==> src/rtl/mole_demux.sv <==
// Registered 1-to-4 mole demultiplexer. Each lit channel holds for HOLD_CYCLES
// clocks and then drops with a one-cycle expired pulse (HOLD_CYCLES=0 holds forever).
module mole_demux #(
  parameter int HOLD_CYCLES = 8,
  parameter int CNT_W       = 8
) (
  input  logic       clk,
  input  logic       rst,
  input  logic       din,
  input  logic       se1,
  input  logic       se2,
  input  logic       load,
  input  logic       clear,
  output logic       d1,
  output logic       d2,
  output logic       d3,
  output logic       d4,
  output logic [3:0] expired,
  output logic       busy
);

  localparam logic [CNT_W-1:0] HOLD = CNT_W'(HOLD_CYCLES);
  localparam logic [CNT_W-1:0] ONE  = CNT_W'(1);
  localparam logic [CNT_W-1:0] ZERO = '0;

  // load and clear are single-cycle command strobes sampled at each rising
  // edge; there is no back-pressure, every command is accepted immediately.
  logic [1:0]       sel;
  logic [3:0]       d_q;
  logic [3:0]       d_n;
  logic [3:0]       exp_n;
  logic [CNT_W-1:0] cnt_q [4];
  logic [CNT_W-1:0] cnt_n [4];

  assign sel = {se1, se2};

  always_comb begin
    d_n   = d_q;
    exp_n = 4'b0000;
    for (int i = 0; i < 4; i++) begin
      cnt_n[i] = cnt_q[i];
      if (clear) begin
        d_n[i]   = 1'b0;
        cnt_n[i] = ZERO;
      end else if (load && (sel == 2'(i))) begin
        // A load on the expiry edge wins: the timeout is simply discarded.
        d_n[i]   = din;
        cnt_n[i] = din ? HOLD : ZERO;
      end else if (cnt_q[i] == ONE) begin
        d_n[i]   = 1'b0;
        cnt_n[i] = ZERO;
        exp_n[i] = 1'b1;
      end else if (cnt_q[i] != ZERO) begin
        cnt_n[i] = cnt_q[i] - ONE;
      end
    end
  end

  always_ff @(posedge clk) begin
    if (rst) begin
      d_q     <= 4'b0000;
      expired <= 4'b0000;
      busy    <= 1'b0;
      for (int i = 0; i < 4; i++) cnt_q[i] <= ZERO;
    end else begin
      d_q     <= d_n;
      expired <= exp_n;
      busy    <= |d_n;
      for (int i = 0; i < 4; i++) cnt_q[i] <= cnt_n[i];
    end
  end

  assign d1 = d_q[0];
  assign d2 = d_q[1];
  assign d3 = d_q[2];
  assign d4 = d_q[3];

endmodule

==> config.mk <==
export PLATFORM = sky130hd
export DESIGN_NAME = mole_demux
export DESIGN_NICKNAME = d
export VERILOG_FILES = /design/src/rtl/mole_demux.sv
export SDC_FILE = /design/constraint.sdc
export NUM_CORES = 1
export LEC_CHECK = 0
export BUFFER_PORTS_ARGS = -buffer_cell sky130_fd_sc_hd__buf_2
export CORE_ASPECT_RATIO = 1.25
export CORE_MARGIN = 2
export CORE_UTILIZATION = 40
export CTS_BUF_LIST = sky130_fd_sc_hd__clkbuf_8
export DETAILED_ROUTE_END_ITERATION = 10
export GPL_TIMING_DRIVEN = 0
export HOLD_SLACK_MARGIN = 0.05
export SYNTH_ARGS = -nofsm -noshare
export SYNTH_HDL_FRONTEND = slang
export SYNTH_SLANG_ARGS = --single-unit
==> constraint.sdc <==
create_clock -name clk -period 2.13 [get_ports clk]
set_input_delay 0.1065 -clock clk [delete_from_list [all_inputs] [get_ports clk]]
set_output_delay 0.1065 -clock clk [all_outputs]
set_load 0.05 [all_outputs]
==> impl_summary.md, run 1 <==
Floorplan
The chip height is 82.75 microns. The width of the die is 67 microns. The floorplan has 28 rows. The initial utilization of the core area, before any placement, comes to 41.65%. The I/O pin count is 16. The area inside the core boundary is ~4800 sq um. The die covers roughly 5500 sq um.

Logic synthesis
The mean instance size in the synthesized netlist is 9.020 sq um. The adder-cell area share of the yosys netlist is 6.936%. The most common flop cell mapped by yosys is dfxtp_1. The post-synthesis cell type count is 37. The number of enable-type register cells in the synthesized netlist is 0. Summed over its instances, the top area cell type makes up 41.36% of the synthesized netlist area.

Of all flip-flops after synthesis, the portion carrying an async set or reset was 0%. The cell type with the highest aggregate area in the netlist is dfxtp_1. In the post-synthesis netlist, the biggest area contributors are dfxtp_1, nor2_1, ha_1, xnor2_1, xor2_1. The share of the yosys chip area belonging to registers is between 40 and 50%. The synthesized-area fraction occupied by xor and xnor cells is between 10% and 20%. The post-synthesis net count is approximately 240.

Counting flops and latches in the post-synthesis netlist gives 41. Synthesis produced a netlist whose cell count is 220. The area fraction in compound gates after synthesis is 8.134%. Ranked by instance count, the synthesized netlist is headed by nor2_1, dfxtp_1, nand2_1.

Summing the areas of all and, or, nand and nor instances in the mapped netlist gives a little under a third of the synthesized area. The Yosys step of the flow raised 0 warnings. Yosys instantiated no cell more often than nor2_1. After synthesis, the largest family of logic cells by area is simple AND/OR/NAND/NOR gates. The post-synthesis mux area share is less than 1%. The netlist area before placement is 1984 sq um.

Final layout
The area added between synthesis and finish is 12.42%. The net count reported at finish is between 200 and 300. The multi-input combinational cells in the finished layout cover a total of 1122 sq um. The total area of sequential cells is slightly above 800 sq um. Of the cells placed in the final design, the portion with a size suffix greater than 1 is 15.23%.

The final core utilization is 46.82%. The repair_antennas step left the layout with diodes totalling 0. The count of filler cells inserted in the layout is 510.

Drt
After detailed routing, the average wire length per cell comes to ~12 microns. The iteration-0 DRC count of the detailed router is 34. The remaining number of nets flagged by the antenna check after routing is 0. In the routed layout, each cell is associated on average with a via count of 5.050. Wires add up to 3549 microns. After detailed routing, the number of remaining DRC violations is 0. The number of vias in the routed layout is approximately 1,500. The detailed-routing iteration count for the pre-antenna-repair pass is 4.

CTS
The H-tree depth is 2. The number of buffers inserted during clock tree synthesis is 5. For this design, the CTS-stage hold fixing added 0 buffers. Clock-pin slew was measured on the worst setup and hold paths at 80 ps.

The clock latency of the later-clocked register in the worst-skew pair is 290 ps. The number of instances resized during post-cts repair is 0. The tree built by TritonCTS fans out to between 40 and 50 sinks.

The clock tree from TritonCTS is done. The number of buffers inserted to repair setup after CTS is 0. The root cell of the clock tree is clkbuf_8. Counting along the longest clock path gives a buffer depth of 2.

Power
The peak supply drop is 1.043 mV. Dividing total power by cell area gives a power density of approximately 1900 nW/um^2. The leakage power of the design is 0.9500 nW.

Job
The tool flagged a number of max-cap violations equal to 0.

Global routing
The number of antenna violations at the first check in global routing is 0. The sum of overflow across all layers after global routing is 0. Global routing used 15.01% of the available tracks. The via count of the first global-routing pass is 1,460. The first global-routing pass estimated 6251 microns of wire. The pin count of the biggest net entering global routing is 14.

STA
The final-report max-slew violation count is 0. The total count of hold-check failures in the final report is 0. The post-route fraction of the period consumed by the critical path is roughly three quarters. The time the final worst path needs with I/O delays and setup is 1602 ps. The actual slew at the worst max-slew pin is 542.4 ps. The final count of negative-setup-slack endpoints is 0. In this run the tightest slew margin relative to its limit is between 60% and 70%. Setup repair after global routing left no endpoint under its margin.

For this run, the top clock speed supported by timing is around 0.62 GHz. On the final layout, the worst clock skew is 7.274 ps. The smallest hold slack is 123.1 ps.

The post-route setup TNS is 0 ps.

Place
At the end of routability-driven placement, the weighted congestion stood at 0.7813. The number of port buffers is 15. After legalization and detailed placement, the total HPWL measured 2663 microns.

Critical path
The data arrival time of the worst path is 1750 ps. The critical path is of the reg -> reg type. Traced cell by cell, the critical path runs through nor4_2 -> nand3_1 -> a31oi_1 -> a41oi_1. The largest single stage delay on the critical path is 450 ps.

The worst setup path is captured at a flip-flop. The largest individual stage delay along the critical path comes from the cell nor4_2. In this run the worst path has a maximum fanout of 6. STA classifies the critical path startpoint as a flip-flop. The data required time of the worst path is between 2000 and 2500 ps.

Status
The run finished with clean final reports.

Worst hold path
The min-delay analysis places its worst path in the category in -> reg.
[layer usage]
layer	routed length (microns)	share of wire [%]	track usage, %
met1	1705	48	18.39
met2	1644	46	24.06
met3	132	3.7	3.794
met4	66	1.9	7.959
met5	0	0	0
[metrics by stage]
stage / instance area [sq um] / setup slack [ps] / power (mW) / cells
2_1_floorplan: 1984 / 777.2 / 3.379 / 220
3_3_place_gp: 2135 / 523.7 / 3.717 / 295
3_5_place_dp: 2135 / 526.0 / 3.733 / 295
4_1_cts: 2231 / 502.5 / 4.304 / 303
5_1_grt: 2231 / 347.2 / 4.674 / 303
6_report: 2231 / 528.0 / 4.242 / 303
[logic make-up after synthesis]
family | Yosys count
XOR/XNOR | 24
flip-flops | 41
AND/OR/NAND/NOR | 108
AO/OA/AOI/OAI | 24
multiplexers | 1
buffers and inverters | 11
adder cells (fa/ha/maj) | 11
[critical path, delay by kind of cell (launching register included)]
kind	cells	cell delay [ps]
AND/OR/NAND/NOR	2	630
AO/OA/AOI/OAI	2	450
flip-flops	1	370
[flip-flops by register name, indices dropped and copies added (netlist names)]
register	flops
busy	1
cnt_q	32
d_q	4
expired	4
[layout by cell type (no fill, tap or decap), types with 2 or more instances in the layout]
master    instances
o211ai_1          3
nand2b_1          2
nor3_2            3
a41oi_1           2
nor2_2            2
nand4b_1          4
nand3_1           7
o22ai_1           3
nor4_2            2
nor3b_1           2
xnor2_1          12
nand3b_1          4
nand2_1          17
nor2_1           45
xor2_1           12
ha_1             11
nor3_1            7
inv_1            10
buf_2            15
nor4_4            3
a31oi_1           6
and2_1            2
clkbuf_8          6
dfxtp_1          41
a21oi_1           5
or4_4             2
[cell type report]
cell class | instances | share of cell area, %
clock buffers | 6 | 3.702
multi-input cells | 168 | 50.31
well taps | 60 | 3.365
repair buffers | 15 | 3.365
clock inverters | 2 | 0.6169
plain buffers | 1 | 0.1683
inverters | 10 | 1.683
flip-flops and latches | 41 | 36.79
[final timing paths]
kind,from,endpoint,slack [ps],cells after the start
worst max-delay path,cnt_q[0][2]$_SDFFE_PP0P_,busy$_SDFF_PP0_,530,4
worst min-delay path,din,d_q[3]$_SDFF_PP0_,120,3
worst max register to register,cnt_q[0][2]$_SDFFE_PP0P_,busy$_SDFF_PP0_,530,4
worst min register to register,cnt_q[1][1]$_SDFFE_PP0P_,cnt_q[1][1]$_SDFFE_PP0P_,520,2
[power by group]
group,internal (mW),leakage (nW),switching (mW)
clock,0.263,0.0512,0.272
sequential,1.01,0.334,0.313
combinational,1.16,0.565,1.22
total,2.44,0.950,1.81
(Power assumes the default switching activity.)
==> run 2: changes to the inputs <==
ABC_AREA = 1   (was unset)
clock period = 1.6 ns   (was 2.13 ns; I/O delays follow)
==> impl_summary.md, run 2 <==
Status
The run finished with clean final reports.

CTS
The number of hold buffers added after CTS was 0. Buffers added to address setup during post-CTS repair amount to 0. In this run the number of H-tree levels came out at 2. In this run, post-CTS repair resized a total of 0 instances. After clock tree synthesis, the clock-pin slew on the worst setup and hold paths is roughly 80 ps.

The CTS sink count is 41. The root cell of the clock tree is clkbuf_8. TritonCTS built the clock tree. TritonCTS created 5 clock buffers. The maximum buffer depth of the clock tree is 2.

The clock latency of the later-clocked register in the worst-skew pair is 290 ps.

Critical path
Traced cell by cell, the critical path runs through inv_1 -> ha_1 -> nand2_1 -> nor2_2 -> nand2_1 -> nand3_2 -> a21oi_1. The worst register-to-register path has a depth of 7. STA puts the critical path data arrival time at roughly 1600 ps. The worst setup path is of the reg -> reg kind. Along the worst path, the maximum fanout reaches 5. Counting stages on the worst path, the most repeated cell is nand2_1. The endpoint class of the critical path is a flip-flop. The slowest stage of the critical path belongs to the cell dfxtp_1.

The endpoint identified for the worst register-to-register timing path is cnt_q[3][2]$_SDFFE_PP0P_. For the worst setup path, the data required time is 1830 ps. The largest single stage delay on the critical path is 370 ps.

The setup slack on the worst flop-to-flop path is about 240 ps. The startpoint identified for the worst register-to-register timing path is cnt_q[3][0]$_SDFFE_PP0P_. The type of element launching the critical path is a flip-flop.

Final layout
The largest registers in the layout are cnt_q x32, d_q x4, expired x4. In the layout the commonest cells are nand2_1, dfxtp_1, nor2_1, inv_1, a21oi_1. The total inserted antenna cells is 0. The share of layout cells above drive strength 1 is 19.44%. The library cell used most frequently in the layout, excluding fill and tap cells, is nand2_1. Relative to the synthesized area, the layout overhead comes to 11.63%. After the last flow step, the layout net total stands at 305. cnt_q holds more flip-flops than any other register. The register with the most flip-flops in the layout has 32 of them.

Floorplan
The core region is 5007 sq um. From left edge to right edge, the die measures between 60 and 70 microns. Once the floorplan was initialized, standard cells occupied 41.05% of the core.

16 I/O pins were placed. The number of core rows is 29. The chip height is 84.15 microns.

The die outline area is about 5700 sq um.

STA
For the pin with the worst max-slew slack, the measured transition is about 300 ps. The maximum achievable frequency is around 0.74 GHz. The worst path needs 1355 ps of the cycle, external delays included. The post-route setup TNS is 0 ps. The total count of hold-check failures in the final report is 0.

The final-report max-slew violation count is 0. Hold is met by 85.58 ps. Setup repair after global routing left no endpoint under its margin.

The worst clock skew on the final layout is 4.321 ps. Setup violations remaining at the end of the flow were counted as 0. The post-route fraction of the period consumed by the critical path is 84.71%. The remaining max-slew budget at the tightest pin is 79.63%.

Global routing
The sum of overflow across all layers after global routing is 0. The overall routing resource usage is 13.71%. The first global-routing pass estimated 6078 microns of wire. The via count of the first global-routing pass is 1,488. The number of antenna violations at the first check in global routing is 0. Entering global routing, the biggest net connects 14 pins.

Worst hold path
The worst hold path stage count is 3. The path class of the tightest hold or removal check is in -> reg. The start point of the worst hold path is din. The path with the worst hold slack has its endpoint at cnt_q[1][3]$_SDFFE_PP0P_.

Logic synthesis
The share of flip-flops with an asynchronous set or reset is 0%. The synthesized instance count is ~270. The Yosys step of the flow raised 0 warnings. The number of enable-type register cells in the synthesized netlist is 0. After synthesis, the netlist uses 25 different library cells. The most used flip-flop cell after synthesis is dfxtp_1.

The post-synthesis net count is 283. Sorting the synthesized cells by how often they occur yields nand2_1, dfxtp_1, nor2_1. By area the synthesized netlist is led by dfxtp_1, nand2_1, nor2_1, ha_1, xnor2_1. The biggest area contributor in the post-synthesis netlist is dfxtp_1. In this run the cell area of the synthesized design comes to 2056 sq um.

Of the post-synthesis cell area, the dominant cell type holds 39.93%. The share of the yosys chip area belonging to registers is 39.93%. Synthesis inferred 41 register bits.

The mean instance size in the synthesized netlist is 7.757 sq um. By instance count, the leading cell after synthesis is nand2_1.

Place
Port buffering added 15 buffers. Routability-driven placement finished with a final weighted congestion of 0.7888. Detailed placement ended at an HPWL of 2698 microns.

Drt
The number of vias in the routed layout is 1,605. The count of nets left with antenna violations once routing finished came out at 0. After detailed routing, the number of remaining DRC violations is 0.

Using the TritonRoute via totals, the vias-per-cell ratio works out to 4.586. The final wirelength is 3538 microns. The detailed router finished its first iteration with roughly 50 violations. Dividing the detail-routed wire length by the instance count gives 10.11 microns. The first TritonRoute pass finished after 6 iterations.

Job
The max-cap check violation count is 0.
-- run 2: worst max-delay path, delay by kind of cell, from the launching register on --
kind / cells / cell delay [ps]
compound gates: 1 / 140
buf+inv: 1 / 90
simple gates: 4 / 500
flops: 1 / 370
fa+ha+maj: 1 / 210
-- run 2: worst max-delay path by stage --
stage	startpoint	depth (start not counted)	endpoint	slack, ps
2_1_floorplan	cnt_q[3][0]$_SDFFE_PP0P_	8	cnt_q[3][6]$_SDFFE_PP0P_	410
3_3_place_gp	cnt_q[3][0]$_SDFFE_PP0P_	7	cnt_q[3][2]$_SDFFE_PP0P_	240
3_5_place_dp	cnt_q[3][0]$_SDFFE_PP0P_	7	cnt_q[3][4]$_SDFFE_PP0P_	250
4_1_cts	cnt_q[3][0]$_SDFFE_PP0P_	7	cnt_q[3][4]$_SDFFE_PP0P_	230
5_1_grt	cnt_q[3][0]$_SDFFE_PP0P_	7	cnt_q[3][4]$_SDFFE_PP0P_	90
6_report	cnt_q[3][0]$_SDFFE_PP0P_	7	cnt_q[3][2]$_SDFFE_PP0P_	240
-- run 2: through the flow --
stage | worst slack, ps | instances | instance area, sq um | util [%]
final | 244.6 | 350 | 2295 | 45.83
after global routing | 93.65 | 350 | 2295 | 45.83
after CTS | 225.9 | 350 | 2295 | 45.83
after detailed placement | 249.2 | 342 | 2208 | 44.10
after global placement | 235.0 | 342 | 2208 | 44.10
after floorplan | 407.1 | 265 | 2056 | -
-- run 2: per-layer routing --
| layer | vias to the layer above | global-route usage, % | share of wire (%) |
|---|---|---|---|
| met2 | 21 | 21.18 | 47 |
| met3 | 2 | 4.021 | 3.5 |
| met5 | - | 0 | 0 |
| met4 | 0 | 5.091 | 0.82 |
| met1 | 694 | 17.85 | 48 |
| li1 | 888 | - | - |
-- run 2: cells by family (layout without fill, tap and decap cells) --
| family | count (synthesis) | count (layout) | synth area share [%] |
|---|---|---|---|
| AO/OA/AOI/OAI | 26 | 26 | 7.548 |
| XOR/XNOR | 16 | 16 | 6.817 |
| adder cells (fa/ha/maj) | 11 | 11 | 6.695 |
| buffers and inverters | 26 | 49 | 4.747 |
| flip-flops | 41 | 41 | 39.93 |
| AND/OR/NAND/NOR | 145 | 145 | 34.27 |
-- run 2: final cells by class --
cell class	instances	area, sq um
fillers	510	2713
multi-input cells	198	1137
flip-flops and latches	41	820.8
inverters	26	97.59
well taps	62	77.57
repair buffers	15	75.07
clock buffers	5	68.82
clock inverters	3	17.52
Power of run 2 is left out: the tool's default activity adds up to more than one toggle a clock period on the data nets, which glitch-free logic cannot reach.
==> run 3: changes to the inputs <==
ABC_AREA = 0   (was 1)
clock period = 1.4 ns   (was 1.6 ns; I/O delays follow)
==> impl_summary.md, run 3 (synthesized netlist as in run 1, its figures left out) <==
Global routing
The via count of the first global-routing pass is 1,584. For this run, the total global-route usage over all layers was measured as 16.30%. After global routing the overflow that remains totals 0. The number of antenna violations at the first check in global routing is 0. The pin count of the biggest net entering global routing is 14. The wire length of the first global-routing pass is 6824 microns.

STA
The smallest clock period supported by the final layout is computed as 1454 ps. In the post-route analysis, the smallest setup slack over all paths is -54.06 ps. Derived from the worst setup path, the maximum achievable clock frequency is 0.6877 GHz. Headroom to the max-slew limit came out at between 50% and 60%.

Setup repair after global routing could not meet its margin everywhere. The total count of hold-check failures in the final report was 0. The post-route fraction of the period consumed by the critical path is 103.9%. The final count of negative-setup-slack endpoints is 6.

The worst clock skew on the final layout is 4.997 ps. For the pin with the worst max-slew slack, the measured transition is 628.5 ps. The post-route setup TNS is -149.8 ps. The final-report max-slew violation count is 0.

Final layout
The commonest non-fill, non-tap cell in the layout is nor2_1. The final design area excluding fillers is roughly 2500 sq um. From synthesis to final layout, the design area changed by 27.93%.

In the layout the commonest cells are nor2_1, dfxtp_1, nand2_1, buf_2, buf_4. The net count reported at finish is ~280. The post-route netlist has 34.50% of its cells at a drive strength greater than 1. For this run, the share of the core covered by cells in the final layout is a little over half. The total inserted antenna cells is 0. The largest registers in the layout are cnt_q x32, d_q x4, expired x4. The flip-flop count of the largest register, all copies and words added is 32. The count of filler cells inserted in the layout is roughly 470. The largest register by flop count is cnt_q.

CTS
The root buffer cell chosen for the clock tree is clkbuf_8. The CTS sink count is slightly above 40. TritonCTS built the clock tree.

The clock tree synthesis step divided the H-tree into 2 levels. The longest clock path from root to sink contains 2 buffers. The clock transition time at the flip-flop clock pins of the worst setup and hold paths is 80 ps. The number of clock buffers added by TritonCTS is 5. The clock latency of the later-clocked register in the worst-skew pair is 300 ps.

The number of hold-repair buffers added at the cts stage is 0.

Floorplan
The number of core rows is 28. The starting density of the core is 41.65%. In this run the count of I/O pins placed on the die edge is 16. The die outline area is approximately 5500 sq um.

The floorplan step set the die width to 67 microns. The area inside the core boundary is 4765 sq um. The chip height is 82.75 microns.

Place
The instance area at placement is 2135 sq um. Timing analysis after detailed placement gives a worst setup slack of -204.0 ps. The congestion estimate from routability-driven global placement came to around 0.78. Summed over all nets, the half-perimeter wirelength after detailed placement is ~2700 microns.

Input and output buffers added on the ports amount to 15.

Critical path
The category of cells accounting for the largest share of critical-path delay is simple AND/OR/NAND/NOR gates. The data arrival time of the worst path is 1620 ps. The cell with the largest stage delay on the worst path is dfxtp_4. Along the worst path, the maximum fanout reaches 4. For this run, the slowest stage of the critical path takes 370 ps. The critical path is of the reg -> reg type. The number of buffers and inverters on the critical path is 1. The type of element launching the critical path is a flip-flop. The endpoint class of the critical path is a flip-flop. Data on the critical path is required at its endpoint by 1560 ps. Walking the worst path, the cells encountered are nor4_4 -> buf_4 -> nand3_2 -> a31oi_4 -> a41oi_2.

Drt
The DRC violations left is 0. For this block, the routed nets add up to 4070 microns of wire. The detailed-routing iteration count for the pre-antenna-repair pass is 4. After detailed routing, the number of vias per cell comes to 5.047. The iteration-0 DRC count of the detailed router is 27.

The number of vias in the routed layout is around 1,600. The wire length per cell after detailed routing is 12.80 microns. Once detail routing completed, the nets flagged for antenna violations numbered 0.

Status
The final reports fail on setup timing. The flow ran to the end, but the final reports show violations.

Job
The max-cap check violation count is 0.

Worst hold path
The worst hold path class is in -> reg.
[run 3: cell count changes in the layout (fill, tap and decap cells not counted), sizes merged, moves of 4 or more]
cell | before | now
nand4b | 0 | 4
nand2 | 61 | 17
nor2 | 52 | 47
a21oi | 16 | 5
inv | 26 | 10
nor3 | 5 | 10
nand4 | 5 | 1
buf | 15 | 31
nand3 | 16 | 7
a31oi | 0 | 6
xor2 | 2 | 12
o21ai | 6 | 1
[run 3: per-layer routing]
metal	global-route usage, %	vias up	wire [microns]
met3	3.794	7	121
met5	0	-	0
met2	26.73	17	2022
li1	-	827	-
met1	19.68	754	1843
met4	8.571	0	82
[run 3: per-stage QoR]
stage	hold slack, ps	std cells
6_report	103.8	318
5_1_grt	99.13	318
4_1_cts	76.85	312
3_5_place_dp	399.0	295
3_3_place_gp	402.0	295
2_1_floorplan	248.7	220
[run 3: path summary, 6_finish.rpt]
check                                              start                  endpoint  slack, ps  cells after the start
worst max-delay path            cnt_q[0][2]$_SDFFE_PP0P_           busy$_SDFF_PP0_        -50                      5
worst min-delay path                                 din         d_q[3]$_SDFF_PP0_        100                      3
worst max register to register  cnt_q[0][2]$_SDFFE_PP0P_           busy$_SDFF_PP0_        -50                      5
worst min register to register  cnt_q[1][1]$_SDFFE_PP0P_  cnt_q[1][1]$_SDFFE_PP0P_        500                      2
[run 3: tightest hold or removal path: cells and delay by family]
family	cells	cell delay (ps)
and+or+nand+nor	1	100
buffers and inverters	1	110
muxes	1	90
[run 3: timing repair]
item                       in CTS  in global routing
pin swaps                      14                 13
buffers inserted                9                  6
gates resized for setup        24                 30
setup endpoints to repair      31                 33
[run 3: area by class of cell]
class                           instances  area [sq um]  share of cell area, %
Multi-Input combinational cell        168          1284                  50.57
Sequential cell                        41         854.6                  33.66
Timing Repair Buffer                   30         187.7                  7.393
Clock buffer                            6         82.58                  3.253
Tap cell                               60         75.07                  2.957
Inverter                               10         37.54                  1.479
Clock inverter                          2         13.76                 0.5421
Buffer                                  1         3.754                 0.1479
Power of run 3 is left out for the same reason.
